$ cat config.mk
export PLATFORM = sky130hd
export DESIGN_NAME = knight_rider_scanner
export DESIGN_NICKNAME = d
export VERILOG_FILES = /design/src/rtl/knight_rider_scanner.sv
export SDC_FILE = /design/constraint.sdc
export NUM_CORES = 1
export LEC_CHECK = 0
export ABC_CLOCK_PERIOD_IN_PS = 3100
export BUFFER_PORTS_ARGS = -buffer_cell sky130_fd_sc_hd__buf_4
export CORE_UTILIZATION = 60
export CTS_CLUSTER_DIAMETER = 200
export DETAILED_ROUTE_END_ITERATION = 7
export PLACE_DENSITY = 0.82
export SYNTH_ARGS = -nofsm -noshare
export SYNTH_HDL_FRONTEND = slang
export SYNTH_SLANG_ARGS = --single-unit
$ cat constraint.sdc
create_clock -name clk -period 3.1 [get_ports clk]
set_input_delay 0.31 -clock clk [delete_from_list [all_inputs] [get_ports clk]]
set_output_delay 0.31 -clock clk [all_outputs]
set_load 0.05 [all_outputs]
$ cat src/rtl/knight_rider_scanner.sv
// Knight Rider LED scanner: one lit LED sweeps up and down a bar,
// bouncing at each end, with a push-button selecting one of four speeds.
//
// Ports:
//   clk          - clock, all state updates on its rising edge
//   reset        - synchronous, active-high reset
//   pwm_enable   - brightness gate from the upstream brightness stage
//   change_speed - asynchronous push-button level, rising edge = next speed
//   led_out      - LED drive, bit i lights LED i
//   position     - index of the active LED
//   direction    - 0 = scanning up, 1 = scanning down
//
// Build option: define KNIGHT_RIDER_TRAIL_EN to add a dimmed trail LED
// at the previous position (25% of the active LED's duty).
module knight_rider_scanner #(
    parameter int CLK_FREQ = 12500,
    parameter int NUM_LEDS = 8
) (
    input  logic                clk,
    input  logic                reset,
    input  logic                pwm_enable,
    input  logic                change_speed,
    output logic [NUM_LEDS-1:0] led_out,
    output logic [3:0]          position,
    output logic                direction
);

    localparam int BASE_PERIOD = CLK_FREQ / 4;
    localparam int CNT_W       = $clog2(BASE_PERIOD);

    localparam logic [3:0] LAST_POS = 4'(NUM_LEDS - 1);

    typedef enum logic {
        SCAN_UP   = 1'b0,
        SCAN_DOWN = 1'b1
    } state_t;

    // ------------------------------------------------------------
    // Push-button: two sync stages, then two edge-detect stages.
    // Stage 0 is the newest sample, stage 3 the oldest.
    // ------------------------------------------------------------
    logic [3:0] speed_sr;
    logic       speed_pulse;
    logic [1:0] speed_sel;

    // Rising edge: newer detect stage high, older one still low.
    assign speed_pulse = speed_sr[2] && !speed_sr[3];

    always_ff @(posedge clk) begin
        if (reset) begin
            speed_sr  <= '0;
            speed_sel <= 2'd0;
        end else begin
            speed_sr <= {speed_sr[2:0], change_speed};
            if (speed_pulse) begin
                speed_sel <= speed_sel + 2'd1;
            end
        end
    end

    // ------------------------------------------------------------
    // Step timer
    // ------------------------------------------------------------
    logic [CNT_W-1:0] step_cnt;
    logic [CNT_W-1:0] term_cnt;
    logic             at_term;
    logic             step_tick;

    always_comb begin
        term_cnt = CNT_W'(BASE_PERIOD - 1);
        unique case (speed_sel)
            2'd0: term_cnt = CNT_W'(BASE_PERIOD - 1);
            2'd1: term_cnt = CNT_W'(BASE_PERIOD / 2 - 1);
            2'd2: term_cnt = CNT_W'(BASE_PERIOD / 4 - 1);
            2'd3: term_cnt = CNT_W'(BASE_PERIOD / 8 - 1);
            default: term_cnt = CNT_W'(BASE_PERIOD - 1);
        endcase
    end

    assign at_term = (step_cnt == term_cnt);

    // A speed change restarts the period, so it also swallows the tick.
    assign step_tick = at_term && !speed_pulse;

    always_ff @(posedge clk) begin
        if (reset) begin
            step_cnt <= '0;
        end else if (speed_pulse || at_term) begin
            step_cnt <= '0;
        end else begin
            step_cnt <= step_cnt + 1'b1;
        end
    end

    // ------------------------------------------------------------
    // Direction FSM (state register / next-state / outputs)
    // ------------------------------------------------------------
    state_t     state;
    state_t     next_state;
    logic [3:0] next_pos;

    always_ff @(posedge clk) begin
        if (reset) begin
            state    <= SCAN_UP;
            position <= 4'd0;
        end else begin
            state    <= next_state;
            position <= next_pos;
        end
    end

    // Turning at an end moves one LED back in the same step, so an
    // end LED is never held for two steps.
    always_comb begin
        next_state = state;
        next_pos   = position;
        if (step_tick) begin
            unique case (state)
                SCAN_UP: begin
                    if (position < LAST_POS) begin
                        next_pos = position + 4'd1;
                    end else begin
                        next_state = SCAN_DOWN;
                        next_pos   = position - 4'd1;
                    end
                end
                SCAN_DOWN: begin
                    if (position > 4'd0) begin
                        next_pos = position - 4'd1;
                    end else begin
                        next_state = SCAN_UP;
                        next_pos   = position + 4'd1;
                    end
                end
                default: begin
                    next_state = SCAN_UP;
                    next_pos   = 4'd0;
                end
            endcase
        end
    end

`ifdef KNIGHT_RIDER_TRAIL_EN
    logic [3:0] prev_pos;
    logic [1:0] trail_cnt;

    always_ff @(posedge clk) begin
        if (reset) begin
            prev_pos  <= 4'd0;
            trail_cnt <= 2'd0;
        end else begin
            trail_cnt <= trail_cnt + 2'd1;
            if (step_tick) begin
                prev_pos <= position;
            end
        end
    end

    always_comb begin
        direction = (state == SCAN_DOWN);
        led_out   = '0;
        if (reset) begin
            led_out[0] = pwm_enable;
        end else begin
            for (int i = 0; i < NUM_LEDS; i++) begin
                if (position == 4'(i)) begin
                    led_out[i] = pwm_enable;
                end else if (prev_pos == 4'(i) &&
                             trail_cnt == 2'd0) begin
                    led_out[i] = pwm_enable;
                end
            end
        end
    end
`else
    always_comb begin
        direction = (state == SCAN_DOWN);
        led_out   = '0;
        if (reset) begin
            led_out[0] = pwm_enable;
        end else begin
            for (int i = 0; i < NUM_LEDS; i++) begin
                if (position == 4'(i)) begin
                    led_out[i] = pwm_enable;
                end
            end
        end
    end
`endif

endmodule

Word-level counts from Yosys, hierarchy flattened
Cells that the tools add are included.
{"block": "op_classes", "n_reduce_logical": 8, "n_eq_ne": 11, "bitwise_logic": 1, "n_mux": 17, "addsub": 4, "n_lt_le_gt_ge": 2}
{"cell": "$pmux 12 s4", "count": 1}
{"cell": "$eq 4x3->1 const B", "count": 4}
{"cell": "$add 12x1->12 const B", "count": 1}
{"cell": "$eq 12x12->1", "count": 1}
{"cell": "$mux 1", "count": 11}
{"cell": "$eq 4x2->1 const B", "count": 2}
{"cell": "$mux 4", "count": 2}
{"cell": "$pmux 4 s2", "count": 1}
{"cell": "$mux 7", "count": 1}
{"cell": "$add 4x1->4 const B", "count": 1}
{"cell": "$eq 2x2->1 const B", "count": 2}
{"cell": "$eq 4x1->1 const B", "count": 1}
{"cell": "$gt 4x1->1 const B", "count": 1}
{"cell": "$logic_not 4->1", "count": 1}
{"cell": "$lt 4x3->1 const B", "count": 1}
{"cell": "$sub 4x1->4 const B", "count": 1}
{"cell": "$add 2x1->2 const B", "count": 1}
{"cell": "$eq 2x1->1 const B", "count": 1}
{"cell": "$logic_and 1x1->1", "count": 2}
{"cell": "$logic_not 1->1", "count": 2}
{"cell": "$logic_not 2->1", "count": 1}
{"cell": "$pmux 1 s2", "count": 1}
{"cell": "$reduce_or 2->1", "count": 1}
{"cell": "$logic_or 1x1->1", "count": 1}
{"cell": "$not 1->1", "count": 1}
{"block": "word_totals", "in_bits": 4, "wordCells": 48, "reg_bits": 23}

Longest topological paths before layout
Gate-level depths: netlist of run 1.
{"block": "depth", "word_depth": 5, "mapped_depth": 8, "ltp_nobuf": 7}

Least setup slack after synthesis of run 1
Ideal clock, no wire load.
{"block": "synth_timing", "path_type": "register to register", "from": "reg position[0]", "to": "reg position[3]", "path_stages_with_launch": 8, "required_ns": 3.043, "arrival_time_ns": 2.155, "period_less_slack_ns": 2.212, "setup_slack_ns": 0.888, "path_cell_list": "dfxtp_1 > inv_1 > ha_1 > nand2b_1 > a21oi_1 > or4b_2 > a31oi_1 > mux2_4"}
{"block": "synth_via", "elab_chain_cells": 3, "word_cells_on_any_way": 7, "cone_classes": "add/sub (2); order compare (2); mux (3)"}
{"item": "start: declaration", "line_no": "24", "text": "output logic [3:0] position,"}
{"item": "start signal: assignment", "line_no": "108", "text": "position <= next_pos;"}
{"item": "$add 4x1->4, or another cell as far along", "line_no": "121, 132"}
{"item": "$mux 4, on equally long branches", "line_no": "128, 120"}
{"item": "$pmux 4 s2 (*)", "line_no": "118", "text": "unique case (state)"}
Every way passes the cells marked *; elsewhere a longest branch is shown, timed or not.
A chain may end at the register's enable or synchronous reset.

Final worst setup path of run 1
{"block": "layout_timing", "from": "reg speed_sel[0]", "to": "reg position[1]"}
{"block": "layout_via", "elab_chain_cells": 4, "word_cells_on_any_way": 7, "cone_classes": "eq/ne (4); mux (1); reduce/logical (2)"}
{"item": "start: declaration", "line_no": "44", "text": "logic [1:0] speed_sel;"}
{"item": "start signal: assignment", "line_no": "56", "text": "speed_sel <= speed_sel + 2'd1;"}
{"item": "$eq 2x2->1, or another cell as far along", "line_no": "71", "text": "unique case (speed_sel)"}
{"item": "$pmux 12 s4 (*)", "line_no": "71"}
{"item": "$eq 12x12->1 (*)", "line_no": "80", "text": "assign at_term = (step_cnt == term_cnt);"}
{"item": "$logic_and 1x1->1 (*)", "line_no": "83", "text": "assign step_tick = at_term && !speed_pulse;"}
Every way passes the cells marked *; elsewhere a longest branch is shown, timed or not. The select of a mux whose other input is x is not followed.

==> impl_metrics.yaml, run 1 <==
routing:
  wl_per_cell_um: 12.8
  dr_wl_met2_mm: 1.16
  drc: 0
  drt-met1-wl_mm: 1.25
  drt_iter0_markers: 27
  topRoutingLayerUsed: "met4"
  route.met3.wl_um: 90
  ant_nets: 0
  via_per_inst: 5.52
  dr.pass1.iters: 4
  drt-total-wl_mm: 2.51
  vias: 1081
setup_path:
  rr_startpoint: "speed_sel[0]"
  critPathKind: "reg2reg"
  r2r_cells: 7
  cp_slowest_cell: "or4b_1"
  crit_start: "speed_sel[0]"
  rr_endpoint: "position[1]"
  worstPathCellList: "inv_1, ha_1, or4b_1, o311ai_1, a31o_4, and3_4, mux2_4"
  critical-path-max-stage-delay_ps: 490
  worstPathArrival_ps: 2450
  cp-end-kind: "flip-flop"
  critPathRequiredTime_ps: 3310
  worst-path-max-fanout: 6
  start_kind: "flip-flop"
  r2r_setup_slack_ps: 860
  crit_end: "position[1]"
clocking:
  cts.sinks: 23
  post_cts_buffers: 0
  clk_pin_slew_worst_paths_ps: 130
  cts_root_buf: "clkbuf_4"
  cts_tree: "built"
  clock_path_buffers: 2
  cts-hold-fix-buffers: 0
  worst_skew_pair.late_latency_ps: 310
  cts_buffers: 3
  htree_num_levels: 1
  cts_resized: 0
synth:
  async_flop_share: 0
  ys_seq_area_frac: 0.342
  synth-edff-count: 0
  yosysTopAreaCell: "dfxtp_1"
  netlist.area_leader.share: 0.342
  netlist_instances: 155
  synth.most_common_cell: "nor2_1"
  synth_ff_type: "dfxtp_1"
  synth-seq-cells: 23
  synth_common_cells: "nor2_1 (28), dfxtp_1 (23), xnor2_1 (10)"
  synthTopCellsByArea: "dfxtp_1 (34%), ha_1 (8.4%), nor2_1 (7.8%)"
  ys_types: 37
  yosys_warnings: 0
  netlist_area_um2: 1350
  syn_avg_cell_area_um2: 8.68
  synth_fp_nets: 168
placement:
  post-dp-hpwl_mm: 1.95
  gp_congestion: 0.823
  pre_cts_slack_ps: 889
  dp.cells: 192
  portBuffers: 16
  place_area_um2: 1470
finish:
  final_cells: 196
  final_area_um2: 1500
  fin_nets: 183
  syn_to_final_growth_pct: 11.2
  diodes: 0
  layout-drive-gt1-share: 0.160
  n_fill_cell: 164
  final_util: 0.732
global_route:
  gr-total-overflow: 0
  grt_pass1_vias: 951
  grt_use_total: 0.226
  antenna_found_initial: 0
  grt_max_degree: 19
  grt_pass1_wl_mm: 4.28
power:
  ir_drop_mv: 0.274
  p_per_area_nw_per_um2: 322
  p_leak_nw: 0.602
  p_clk_frac: 0.287
  p_sw_mw: 0.117
  p_int_mw: 0.365
  seqPwrFrac: 0.636
  pwr-share-comb: 0.077
  total_power_mw: 0.482
  switching_share: 0.242
die:
  ios: 17
  dieArea_um2: 2430
  die_width_um: 49.3
  die_y_um: 49.3
  core_um2: 2040
  row_count: 16
  initial_core_util: 0.659
sta:
  whs_ps: 207
  min_period_ps: 2240
  hold_violations: 0
  post-route-period-util: 0.723
  fmax_mhz: 446
  finalWorstSetupSlack_ps: 860
  rsz0062_at_grt: "no"
  finClkSkew_ps: 5.59
  final.setup.tns_ps: 0
  slew_headroom: 0.661
  setup_viol: 0
  tightest_slew_ps: 502
  slew_violations: 0
run_status:
  status: "finished clean"
worst_hold_path:
  hold_path_class: "in2reg"
job:
  max_cap_viol_count: 0
state kept, by name, indices dropped and copies added, names as in the netlist:
register / cells
direction: 1
position: 4
speed_sr: 4
speed_sel: 2
step_cnt: 12
power by group through the flow:
| stage | combinational (mW) | clock [mW] | sequential [mW] |
|---|---|---|---|
| after floorplan | 0.0300 | 0 | 0.312 |
| after global placement | 0.0360 | 0 | 0.313 |
| after detailed placement | 0.0372 | 0 | 0.313 |
| after CTS | 0.0374 | 0.141 | 0.307 |
| after global routing | 0.0414 | 0.154 | 0.307 |
| final | 0.0373 | 0.138 | 0.307 |
routing by layer:
metal / global-route usage / vias up
met5: 0 / -
li1: - / 555
met4: 0.0441 / 0
met2: 0.368 / 23
met1: 0.312 / 499
met3: 0.0374 / 4
critical path: cells and delay by family (launching register included):
family | cells | cell delay (ps)
adder cells (fa/ha/maj) | 1 | 240
multiplexers | 1 | 300
flip-flops | 1 | 460
AND/OR/NAND/NOR | 2 | 710
buffers and inverters | 1 | 90
AO/OA/AOI/OAI | 2 | 340
cell type report:
cell class,instances,area (um^2),area share
multi-input combinational,119,827,0.553
clock buffer,3,22.5,0.0151
clock inverter,1,5.00,0.00335
tap,27,33.8,0.0226
sequential,23,460,0.308
timing repair buffer,16,120,0.0803
inverter,7,26.3,0.0176
worst min-delay path by stage:
stage                     slack (ps)          end          from  depth (start not counted)
after floorplan                  410  speed_sr[1]   speed_sr[0]                          1
after global placement           430  speed_sr[1]   speed_sr[0]                          1
after detailed placement         450  speed_sr[1]   speed_sr[0]                          1
after CTS                        210  speed_sr[0]  change_speed                          2
after global routing             200  speed_sr[0]  change_speed                          2
final                            210  speed_sr[0]  change_speed                          2
cells in the final DEF, fill, tap and decap left out, drive strengths merged:
cell type  instances
and3               5
inv                7
nor3               4
nand2              6
a2111oi            1
buf               16
clkbuf             3
xor2               5
o221ai             1
or4                1
ha                 9
a31oi              3
dfxtp             23
nor4               2
nor2              28
and4               1
or3                1
nor4bb             1
or4b               2
clkinv             1
mux2               3
nand2b             4
a211o              1
nand4              1
nor2b              7
o21ai              3
a21o               1
and2               7
a31o               1
nor4b              2
nand3              4
o311ai             1
xnor2             10
a21oi              4
logic make-up after synthesis:
logic type	share of synthesized area
AOI/OAI and AO/OA	0.0986
xor gates and xnor gates	0.0977
adders and majority gates	0.0837
buffers and inverters	0.0428
DFF	0.342
muxes	0.0335
and+or+nand+nor	0.301
Power figures use the tool's default switching activity.
==> run 2, diff against run 1 <==
Settings changed: ABC_CLOCK_PERIOD_IN_PS 3100 to 1800, CORE_UTILIZATION 60 to 51, PLACE_DENSITY 0.82 to 0.74.
Clock period 3.1 ns to 1.8 ns, I/O delays scaled along.
==> impl_metrics.yaml, run 2 (same netlist as run 1, synthesis figures left out) <==
run_status:
  violations: "negative setup slack"
  status: "finished, violations left"
sta:
  slew_violations: 0
  slew_headroom: 0.690
  fmax_mhz: 496
  setup_viol: 17
  post-route-period-util: 1.12
  tightest_slew_ps: 464
  final.setup.tns_ps: -3110
  min_period_ps: 2020
  rsz0062_at_grt: "yes"
  finClkSkew_ps: 8.97
  hold_violations: 0
  finalWorstSetupSlack_ps: -216
die:
  row_count: 18
  die_width_um: 53.4
  initial_core_util: 0.543
  dieArea_um2: 2850
  die_y_um: 53.4
  ios: 17
  core_um2: 2480
clocking:
  post_cts_buffers: 0
  worst_skew_pair.late_latency_ps: 330
  cts.sinks: 23
  cts_buffers: 3
  clk_pin_slew_worst_paths_ps: 130
  htree_num_levels: 1
  cts_tree: "built"
  cts_root_buf: "clkbuf_4"
  clock_path_buffers: 2
finish:
  layout-drive-gt1-share: 0.351
  reg.largest.list: "step_cnt x12, position x4, speed_sr x4"
  syn_to_final_growth_pct: 32.6
  diodes: 0
  final_common_cell: "buf_4"
  layout_common_cells: "buf_4 (30), nor2_1 (25), dfxtp_1 (18), xnor2_1 (10)"
  fin_nets: 199
  max_flop_register: "step_cnt"
  largest_reg_flops: 12
placement:
  post-dp-hpwl_mm: 2.20
  portBuffers: 16
  pre_cts_slack_ps: -248
  gp_congestion: 0.828
routing:
  drt-total-wl_mm: 3.09
  vias: 1194
  via_per_inst: 5.55
  ant_nets: 0
  drt_iter0_markers: 21
  dr.pass1.iters: 5
  wl_per_cell_um: 14.4
  drc: 0
setup_path:
  worstPathArrival_ps: 2240
  cp-end-kind: "flip-flop"
  critPathKind: "reg2reg"
  r2r_setup_slack_ps: -220
  critPathRequiredTime_ps: 2030
  start_kind: "flip-flop"
  worst-path-max-fanout: 5
power:
  p_per_area_nw_per_um2: 487
  ir_drop_mv: 0.631
  p_leak_nw: 0.711
global_route:
  gr-total-overflow: 0
  antenna_found_initial: 0
  grt_pass1_wl_mm: 5.09
  grt_use_total: 0.253
  grt_pass1_vias: 1112
  grt_max_degree: 19
worst_hold_path:
  hold_path_class: "in2reg"
job:
  max_cap_viol_count: 0
run 2: cell types whose count changed in the layout (fill, tap and decap cells not counted), moves of 3 or more:
cell	previous run	this run
nor2_1	28	25
ha_4	0	3
ha_1	9	5
dfxtp_4	0	3
buf_4	16	30
dfxtp_1	23	18
run 2: power by group:
part | internal, mW | total (mW) | switching (mW)
Clock | 0.0837 | 0.248 | 0.165
Combinational | 0.0471 | 0.0959 | 0.0487
Sequential | 0.515 | 0.524 | 0.00904
Total | 0.646 | 0.868 | 0.222
run 2: through the flow:
stage          hold WS (ps)  utilization  instance area (um^2)  total power [mW]  cells
2_1_floorplan           308            -                  1390             0.591    155
3_3_place_gp            400        0.665                  1650             0.613    211
3_5_place_dp            402        0.665                  1650             0.618    211
4_1_cts                59.8        0.704                  1740             0.862    215
5_1_grt                67.4        0.720                  1780             0.904    215
6_report               51.0        0.720                  1780             0.868    215
run 2: routing by layer:
metal  global-route usage  vias up  wire length (um)
li1                     -      584                 -
met1                0.304      561              1410
met2                0.440       36              1510
met3               0.0402       13               103
met4                0.101        0                69
met5                    0        -                 0
run 2: worst paths after layout:
kind,end,cells after the start,start
worst max-delay path,position[3],6,speed_sel[0]
worst max register to register,position[3],6,speed_sel[0]
worst min-delay path,speed_sr[0],2,change_speed
worst min register to register,speed_sr[1],1,speed_sr[0]
run 2: critical path, stage by stage (launching register included):
cell and delay (ps):
dfxtp_4 400, ha_2 200, or4b_4 530, o311ai_4 80, a31o_4 190, and3_4 210, mux2_4 300
run 2: final cells by class:
type                       count  area (um^2)
fill                         208          694
inverter                       7         31.3
clock inverter                 1         5.00
clock buffer                   3         22.5
multi-input combinational    119          956
sequential                    23          474
timing repair buffer          32          256
tap                           30         37.5
run 2: what timing repair did:
action                                  4_1_cts  5_1_grt
pin swaps                                     2        1
endpoints found under the setup margin       21       21
resized for setup                            15        7
hold buffers                                  0        0
==> run 3, diff against run 2 <==
Settings changed: SETUP_SLACK_MARGIN set to 0.4.
==> impl_metrics.yaml, run 3 (same netlist as run 1, synthesis figures left out) <==
sta:
  slew_headroom: 0.605
  rsz0062_at_grt: "yes"
  slew_violations: 0
  min_period_ps: 2110
  hold_violations: 0
  post-route-period-util: 1.17
  finalWorstSetupSlack_ps: -309
  setup_viol: 17
  tightest_slew_ps: 591
  finClkSkew_ps: 4.23
  final.setup.tns_ps: -2940
  fmax_mhz: 474
clocking:
  cts-hold-fix-buffers: 0
  clk_pin_slew_worst_paths_ps: 140
  clock_path_buffers: 2
  htree_num_levels: 1
  worst_skew_pair.late_latency_ps: 330
  cts_tree: "built"
  cts_root_buf: "clkbuf_4"
  cts.sinks: 23
  cts_buffers: 3
setup_path:
  critPathRequiredTime_ps: 2040
  path_delay_family: "simple AND/OR/NAND/NOR gates"
  cp-end-kind: "flip-flop"
  worstPathCellList: "inv_4, ha_4, or4_4, a21oi_4, a31o_4, buf_4, buf_6, a31oi_1, nor3_1"
  worst-path-buf-inv: 3
  start_kind: "flip-flop"
  cp_slowest_cell: "or4_4"
  critical-path-max-stage-delay_ps: 540
  worst-path-max-fanout: 4
  worstPathArrival_ps: 2350
  critPathKind: "reg2reg"
power:
  p_int_mw: 0.649
  pwr-share-comb: 0.123
  p_clk_frac: 0.295
  ir_drop_mv: 0.491
  p_per_area_nw_per_um2: 435
  p_leak_nw: 0.820
  total_power_mw: 0.893
  p_sw_mw: 0.244
  switching_share: 0.273
  seqPwrFrac: 0.583
global_route:
  antenna_found_initial: 0
  grt_max_degree: 19
  gr-total-overflow: 0
  grt_use_total: 0.278
  grt_pass1_wl_mm: 5.60
  grt_pass1_vias: 1230
placement:
  gp_congestion: 0.861
  pre_cts_slack_ps: -359
  post-dp-hpwl_mm: 2.30
  portBuffers: 16
  place_area_um2: 1680
finish:
  diodes: 0
  final_common_cell: "buf_4"
  layout_common_cells: "buf_4 (30), nor2_1 (26), dfxtp_1 (17), xnor2_1 (10), buf_8 (8)"
  reg.largest.list: "step_cnt x12, position x4, speed_sr x4"
  fin_nets: 212
  final_area_um2: 2050
  syn_to_final_growth_pct: 52.7
  largest_reg_flops: 12
  layout-drive-gt1-share: 0.490
  max_flop_register: "step_cnt"
worst_hold_path:
  hold_path_class: "in2reg"
die:
  die_width_um: 53.4
  core_um2: 2480
  die_y_um: 53.4
  initial_core_util: 0.543
  dieArea_um2: 2850
  row_count: 18
  ios: 17
job:
  max_cap_viol_count: 0
routing:
  drt-total-wl_mm: 3.97
  ant_nets: 0
  dr.pass1.iters: 4
  via_per_inst: 5.68
  wl_per_cell_um: 17.4
  vias: 1296
  drt_iter0_markers: 36
  drc: 0
run_status:
  violations: "negative setup slack"
  status: "finished, violations left"
## run 3: per-layer routing
metal	part of all wire	vias up	track usage
met5	0	-	0
met4	0.037	0	0.110
met3	0.033	16	0.0546
met2	0.52	35	0.510
met1	0.41	632	0.307
li1	-	613	-
## run 3: cell type report
cell class | count | area, um^2
Tap cell | 30 | 37.5
Fill cell | 136 | 423
Clock inverter | 1 | 5.00
Inverter | 7 | 33.8
Clock buffer | 3 | 22.5
Multi-Input combinational cell | 120 | 1060
Sequential cell | 23 | 483
Timing Repair Buffer | 44 | 413
## run 3: power by group through the flow
stage | clock network, mW | logic [mW] | registers [mW]
2_1_floorplan | 0 | 0.0577 | 0.534
3_3_place_gp | 0 | 0.0748 | 0.535
3_5_place_dp | 0 | 0.0784 | 0.535
4_1_cts | 0.252 | 0.0933 | 0.519
5_1_grt | 0.287 | 0.116 | 0.522
6_report | 0.263 | 0.109 | 0.520
## run 3: path summary, 6_finish.rpt
kind | startpoint | slack, ps | to | depth (start not counted)
worst max-delay path | speed_sel[1] | -310 | direction | 9
worst min-delay path | change_speed | 60 | speed_sr[0] | 2
worst max register to register | speed_sel[1] | -310 | direction | 9
worst min register to register | speed_sr[0] | 460 | speed_sr[1] | 1
## run 3: timing repair
action / CTS / global route
resized for setup: 44 / 14
endpoints found under the setup margin: 25 / 25
pin swaps: 11 / 6
setup buffers: 8 / 4
cloned: 0 / 1
## run 3: through the flow
stage	utilization	instances	hold slack [ps]
after floorplan	-	155	308
after global placement	0.676	211	410
after detailed placement	0.676	211	421
after CTS	0.787	223	84.8
after global routing	0.829	228	73.7
final	0.829	228	63.8
## run 3: worst reg2reg max path, delay by kind of cell, from the launching register on
family          cells  cell delay (ps)
buf+inv             3              300
flops               1              410
fa+ha+maj           1              160
compound gates      3              360
simple gates        2              800
